`src/rtl/i2c_txn_arbiter_pkg.sv`:
```
// rtl/i2c_txn_arbiter_pkg.sv - shared types and constants for the I2C transaction arbiter
// Purpose: FSM state encoding, response error codes and I2C field widths.
// Ports: none (package).
package i2c_arb_pkg;

  localparam int ADDR_W = 7;
  localparam int DATA_W = 8;

  typedef enum logic [1:0] {
    ST_IDLE  = 2'd0,
    ST_ISSUE = 2'd1,
    ST_WAIT  = 2'd2,
    ST_RESP  = 2'd3
  } state_t;

  localparam logic [1:0] ERR_OK   = 2'b00;
  localparam logic [1:0] ERR_NACK = 2'b01;
  localparam logic [1:0] ERR_TMO  = 2'b10;

endpackage

```
`src/rtl/i2c_txn_arbiter_rr_pick.sv`:
```
// rtl/i2c_txn_arbiter_rr_pick.sv - combinational round-robin picker
// Purpose: find the first set request bit searching upward from ptr+1 (mod N).
// Ports: req (request vector), ptr (last winner index),
//        valid (any request set), onehot (winner), idx (winner index).
module rr_pick #(
  parameter int N  = 2,
  parameter int IW = (N > 1) ? $clog2(N) : 1
) (
  input  logic [N-1:0]  req,
  input  logic [IW-1:0] ptr,
  output logic          valid,
  output logic [N-1:0]  onehot,
  output logic [IW-1:0] idx
);

  always_comb begin
    valid  = 1'b0;
    onehot = '0;
    idx    = '0;
    // k runs 1..N so the previous winner is considered last.
    for (int k = 1; k <= N; k++) begin
      if (!valid && req[(int'(ptr) + k) % N]) begin
        valid                     = 1'b1;
        onehot[(int'(ptr) + k) % N] = 1'b1;
        idx                       = IW'((int'(ptr) + k) % N);
      end
    end
  end

endmodule

```
`src/rtl/i2c_txn_arbiter.sv`:
```
// rtl/i2c_txn_arbiter.sv - round-robin arbiter sharing one I2C master among NUM_REQ clients
// Purpose: grant one requester, latch its command, strobe the master, wait for
//          completion or watchdog timeout, and return a one-cycle done pulse.
// Ports: clk/rst (async active-high); req/req_addr/req_rw/req_wdata client commands;
//        gnt/done/rsp_err/rsp_rdata client responses; m_start/m_addr/m_rw/m_wdata
//        master command; m_busy/m_done/m_ack_err/m_rdata master status.
module i2c_txn_arbiter
  import i2c_arb_pkg::*;
#(
  parameter int NUM_REQ     = 2,
  parameter int TIMEOUT_CYC = 4096,
  parameter int TW          = 13
) (
  input  logic                      clk,
  input  logic                      rst,
  input  logic [NUM_REQ-1:0]        req,
  input  logic [ADDR_W*NUM_REQ-1:0] req_addr,
  input  logic [NUM_REQ-1:0]        req_rw,
  input  logic [DATA_W*NUM_REQ-1:0] req_wdata,
  output logic [NUM_REQ-1:0]        gnt,
  output logic [NUM_REQ-1:0]        done,
  output logic [1:0]                rsp_err,
  output logic [DATA_W-1:0]         rsp_rdata,
  output logic                      m_start,
  output logic [ADDR_W-1:0]         m_addr,
  output logic                      m_rw,
  output logic [DATA_W-1:0]         m_wdata,
  input  logic                      m_busy,
  input  logic                      m_done,
  input  logic                      m_ack_err,
  input  logic [DATA_W-1:0]         m_rdata
);

  localparam int IW = (NUM_REQ > 1) ? $clog2(NUM_REQ) : 1;
  localparam logic [TW-1:0] TMO_LAST = TW'(TIMEOUT_CYC - 1);

  state_t              state_q, state_d;
  logic [NUM_REQ-1:0]  gnt_q, gnt_d;
  logic [NUM_REQ-1:0]  done_q, done_d;
  logic [IW-1:0]       ptr_q, ptr_d;
  logic [TW-1:0]       cnt_q, cnt_d, cnt_nxt;
  logic [1:0]          err_q, err_d;
  logic [DATA_W-1:0]   rdata_q, rdata_d;
  logic [ADDR_W-1:0]   addr_q, addr_d;
  logic                rw_q, rw_d;
  logic [DATA_W-1:0]   wdata_q, wdata_d;

  logic                pick_valid;
  logic [NUM_REQ-1:0]  pick_onehot;
  logic [IW-1:0]       pick_idx;

  rr_pick #(
    .N  (NUM_REQ),
    .IW (IW)
  ) u_rr_pick (
    .req    (req),
    .ptr    (ptr_q),
    .valid  (pick_valid),
    .onehot (pick_onehot),
    .idx    (pick_idx)
  );

  assign cnt_nxt = cnt_q + TW'(1);

  always_comb begin
    state_d = state_q;
    gnt_d   = gnt_q;
    done_d  = '0;
    ptr_d   = ptr_q;
    cnt_d   = cnt_q;
    err_d   = err_q;
    rdata_d = rdata_q;
    addr_d  = addr_q;
    rw_d    = rw_q;
    wdata_d = wdata_q;
    case (state_q)
      ST_IDLE: begin
        if (pick_valid) begin
          gnt_d   = pick_onehot;
          ptr_d   = pick_idx;
          addr_d  = req_addr[int'(pick_idx)*ADDR_W +: ADDR_W];
          rw_d    = req_rw[pick_idx];
          wdata_d = req_wdata[int'(pick_idx)*DATA_W +: DATA_W];
          state_d = ST_ISSUE;
        end
      end
      ST_ISSUE: begin
        if (!m_busy) begin
          cnt_d   = '0;
          state_d = ST_WAIT;
        end
      end
      ST_WAIT: begin
        cnt_d = cnt_nxt;
        // m_done is tested first so it wins a tie with the watchdog.
        if (m_done) begin
          err_d   = {1'b0, m_ack_err};
          if (rw_q) rdata_d = m_rdata;
          done_d  = gnt_q;
          state_d = ST_RESP;
        end else if (cnt_nxt == TMO_LAST) begin
          err_d   = ERR_TMO;
          done_d  = gnt_q;
          state_d = ST_RESP;
        end
      end
      ST_RESP: begin
        gnt_d   = '0;
        state_d = ST_IDLE;
      end
      default: state_d = ST_IDLE;
    endcase
  end

  always_ff @(posedge clk or posedge rst) begin
    if (rst) begin
      state_q <= ST_IDLE;
      gnt_q   <= '0;
      done_q  <= '0;
      ptr_q   <= IW'(NUM_REQ - 1);
      cnt_q   <= '0;
      err_q   <= ERR_OK;
      rdata_q <= '0;
      addr_q  <= '0;
      rw_q    <= 1'b0;
      wdata_q <= '0;
    end else begin
      state_q <= state_d;
      gnt_q   <= gnt_d;
      done_q  <= done_d;
      ptr_q   <= ptr_d;
      cnt_q   <= cnt_d;
      err_q   <= err_d;
      rdata_q <= rdata_d;
      addr_q  <= addr_d;
      rw_q    <= rw_d;
      wdata_q <= wdata_d;
    end
  end

  // The strobe depends on the live m_busy so it fires in the same ISSUE cycle
  // the master becomes free.
  assign m_start   = (state_q == ST_ISSUE) && !m_busy;
  assign gnt       = gnt_q;
  assign done      = done_q;
  assign rsp_err   = err_q;
  assign rsp_rdata = rdata_q;
  assign m_addr    = addr_q;
  assign m_rw      = rw_q;
  assign m_wdata   = wdata_q;

endmodule

```
`config.mk`:
```
export PLATFORM = sky130hd
export DESIGN_NAME = i2c_txn_arbiter
export DESIGN_NICKNAME = d
export VERILOG_FILES = /design/src/rtl/i2c_txn_arbiter_pkg.sv /design/src/rtl/i2c_txn_arbiter_rr_pick.sv /design/src/rtl/i2c_txn_arbiter.sv
export SDC_FILE = /design/constraint.sdc
export NUM_CORES = 1
export LEC_CHECK = 0
export CAP_MARGIN = 30
export CORE_AREA = 8 8 88 90
export CTS_CLUSTER_SIZE = 25
export DETAILED_ROUTE_END_ITERATION = 10
export DIE_AREA = 0 0 96 98
export HOLD_SLACK_MARGIN = 0.06
export PLACE_DENSITY = 0.69
export SETUP_SLACK_MARGIN = 0.02
export SKIP_CTS_REPAIR_TIMING = 1
export SYNTH_ARGS = -nofsm -noshare
export SYNTH_HDL_FRONTEND = slang
export SYNTH_SLANG_ARGS = --single-unit
export TNS_END_PERCENT = 100
```
`constraint.sdc`:
```
create_clock -name clk -period 2.5 [get_ports clk]
set_clock_uncertainty 0.1 [all_clocks]
set_input_delay 0.75 -clock clk [delete_from_list [all_inputs] [get_ports clk]]
set_output_delay 0.75 -clock clk [all_outputs]
set_load 0.03 [all_outputs]
```
==> run summary <==
status = complete, no violations
Area Growth Syn to Fin = 44.4%
Clock Latency Late Sink = 300 ps
num rows = 30
met1 Resource Use GR = 16.9%
global-route wire length before repair = 10.8 mm
M2 GR Usage = 24.3%
critical path, cell by cell = clkdlybuf4s50_1 -> nor2b_1 -> buf_4
Num CTS Buffers = 5
num ports = 78
Root Buffer = clkbuf_8
Synth warnings = 0
Fill cells = 583
WL/cell = 15.6 um
Synth Cell Area = 2450 um2
Initial DRC Count = 94
CTS max path bufs = 2
reg2reg start = cnt_q[0]$_DFFE_PP0P_
actual slew at the worst max-slew pin = 607 ps
Worst Setup SP = m_busy
Achievable Freq = 0.433 GHz
Slowest cell on crit path = clkdlybuf4s50_1
fin cells = 421
CP peak stage delay = 430 ps
CP Data Arrival Time = 1460 ps
# clock sinks = 46
Multi-input gate area = 1220 um2
core area = 6490 um2
post-synth cell types = 42
r2r worst-path depth = 6
antenna-violating nets left = 0
initial antenna violation count = 0
HPWL Detailed = 5.27 mm
synthesized flop and latch total = 46
CP Class = input pin to primary output
Clk pin slew, worst setup/hold paths = 80 ps
GR peak layer = met2
Finish-stage setup viols = 0
Setup crit end kind = primary output
CTS tree = yes
Max FO, Critical Path = 2
Power Total = 0.00353 W
full die area = 9410 um2
required time of the critical path = 1650 ps
Vias = 2207
Post-synth EDFFs = 0
chip height = 98 um
GPL Wtd Cong = 0.817
end of the critical path = m_start
Tmin final = 2310 ps
Lkg Pwr = 1.51 nW
Starting Density = 37.7%
CP Launch Type = input pin
diodes inserted = 0
pre-CTS setup slack = 15.4 ps
placed cells = 413
Final Slew Violations = 0
sequential share of the synthesized area = 47.1%
Max VDD drop = 0.574 mV
Crit path depth = 3
Hold Fails Final Rpt = 0
Hold/Removal Path Class = register to register
syn nets = 304
Total GRT Usage = 14.3%
slack of the critical path = 192 ps
cell family with most CP delay = buffers and inverters
setup TNS = 0 ps
H-Tree Depth = 2
relative slew slack = 59.4%
MaxCap Viol Count = 0
drt total wl = 6.56 mm
largest net degree at the start of global routing = 33
Tcrit/Tclk final = 92.3%
vias in the first global route = 2200
RSZ-0062 raised after global routing = false
pwr dens = 999 nW/um2
Reg-to-Reg End = state_q[1]$_DFFE_PP0P_
via/cell ratio = 5.24
Post-synth ARST share = 100%
drt pass-1 iters = 4
port bufs = 77
met3 usage = 3.07%
share of cells above drive strength 1 = 13.2%
register area = 1150 um2
Mapped Cells = 250
Total Nets Final = 394
CP Buf/Inv Count = 2
Mean Syn Cell Area = 9.79 um2
Die Wd = 96 um
DRC viols = 0
gr ovfl total = 0
Most used DFF post-synth = dfrtp_1
setup slack, reg-to-reg = 200 ps
final core utilization = 54.4%
## synthesized netlist by cell type, types with 2 or more instances
master | n | area share [%]
inv_1 | 8 | 1.2
nand2b_1 | 3 | 0.77
a21oi_1 | 7 | 1.4
nand2_1 | 28 | 4.3
buf_2 | 2 | 0.41
and4_1 | 3 | 1.1
o32ai_1 | 2 | 0.72
nor2b_1 | 3 | 0.77
a22o_1 | 2 | 0.72
and3_1 | 3 | 0.77
o41ai_1 | 2 | 0.72
dfrtp_1 | 45 | 46
o31ai_1 | 4 | 1.2
mux2_2 | 8 | 3.7
clkbuf_1 | 12 | 1.8
xnor2_1 | 2 | 0.72
a31oi_1 | 7 | 1.8
ha_1 | 7 | 3.6
nand4_1 | 3 | 0.77
nand3_1 | 12 | 2.5
nor2_1 | 13 | 2.0
mux2i_1 | 17 | 6.9
o21ai_0 | 38 | 7.8
## layer usage
layer,up-vias,part of all wire [%]
li1,1083,-
met1,1076,42
met2,41,52
met3,7,4.6
met4,0,1.7
met5,-,0
## worst min-delay path, stage by stage, from the launching register on
cell and delay [ps]:
dfrtp_1 350, nand2_1 50, o21ai_0 60
## stage by stage
stage	instance area, um2	hold slack [ps]
2_1_floorplan	2450	389
3_3_place_gp	3440	362
3_5_place_dp	3440	370
4_1_cts	3530	389
5_1_grt	3530	418
6_report	3530	386
## how the worst min path moves through the flow
stage                        startpoint                       end  slack, ps  depth (start not counted)
2_1_floorplan     cnt_q[12]$_DFFE_PP0P_     cnt_q[12]$_DFFE_PP0P_        390                          1
3_3_place_gp      m_addr[4]$_DFFE_PP0P_     m_addr[4]$_DFFE_PP0P_        360                          2
3_5_place_dp     m_wdata[5]$_DFFE_PP0P_    m_wdata[5]$_DFFE_PP0P_        370                          2
4_1_cts          m_wdata[5]$_DFFE_PP0P_    m_wdata[5]$_DFFE_PP0P_        390                          2
5_1_grt        rsp_rdata[4]$_DFFE_PP0P_  rsp_rdata[4]$_DFFE_PP0P_        420                          1
6_report         m_wdata[5]$_DFFE_PP0P_    m_wdata[5]$_DFFE_PP0P_        390                          2
## layout by cell type, fill, tap and decap left out, types with 4 or more instances in the layout
master	count
buf_4	19
ha_1	7
nand3_1	12
nand2_1	28
clkbuf_8	5
inv_1	7
nor2_1	13
o31ai_1	4
a31oi_1	6
o21ai_0	37
mux2i_1	17
a21oi_1	6
mux2_2	8
dfrtp_1	44
clkdlybuf4s50_1	76
## sequential cells by signal (all words and copies together) (netlist names)
name	flops
m_rw	1
m_addr	7
state_q	2
ptr_q	1
m_wdata	8
gnt	2
rsp_err	2
cnt_q	13
rsp_rdata	8
done	2
## cell families after synthesis
| kind of cell | after synthesis | synth area share (%) |
|---|---|---|
| buffers and inverters | 22 | 3.47 |
| AND/OR/NAND/NOR | 75 | 15.6 |
| AO/OA/AOI/OAI | 72 | 18.6 |
| flip-flops | 46 | 47.1 |
| XOR/XNOR | 3 | 1.07 |
| multiplexers | 25 | 10.6 |
| adder cells (fa/ha/maj) | 7 | 3.58 |
## report_power, final
| part | total [W] | internal, W | switching (W) |
|---|---|---|---|
| Combinational | 0.00191 | 0.000838 | 0.00107 |
| Clock | 0.000450 | 0.000198 | 0.000252 |
| Sequential | 0.00117 | 0.00100 | 0.000163 |
## layout make-up
class | count | area share (%)
Multi-Input combinational cell | 182 | 34.5
Inverter | 8 | 0.850
Tap cell | 80 | 2.83
Clock inverter | 2 | 0.389
Sequential cell | 46 | 32.6
Clock buffer | 6 | 2.05
Timing Repair Buffer | 97 | 26.7
Power figures use the tool's default switching activity.
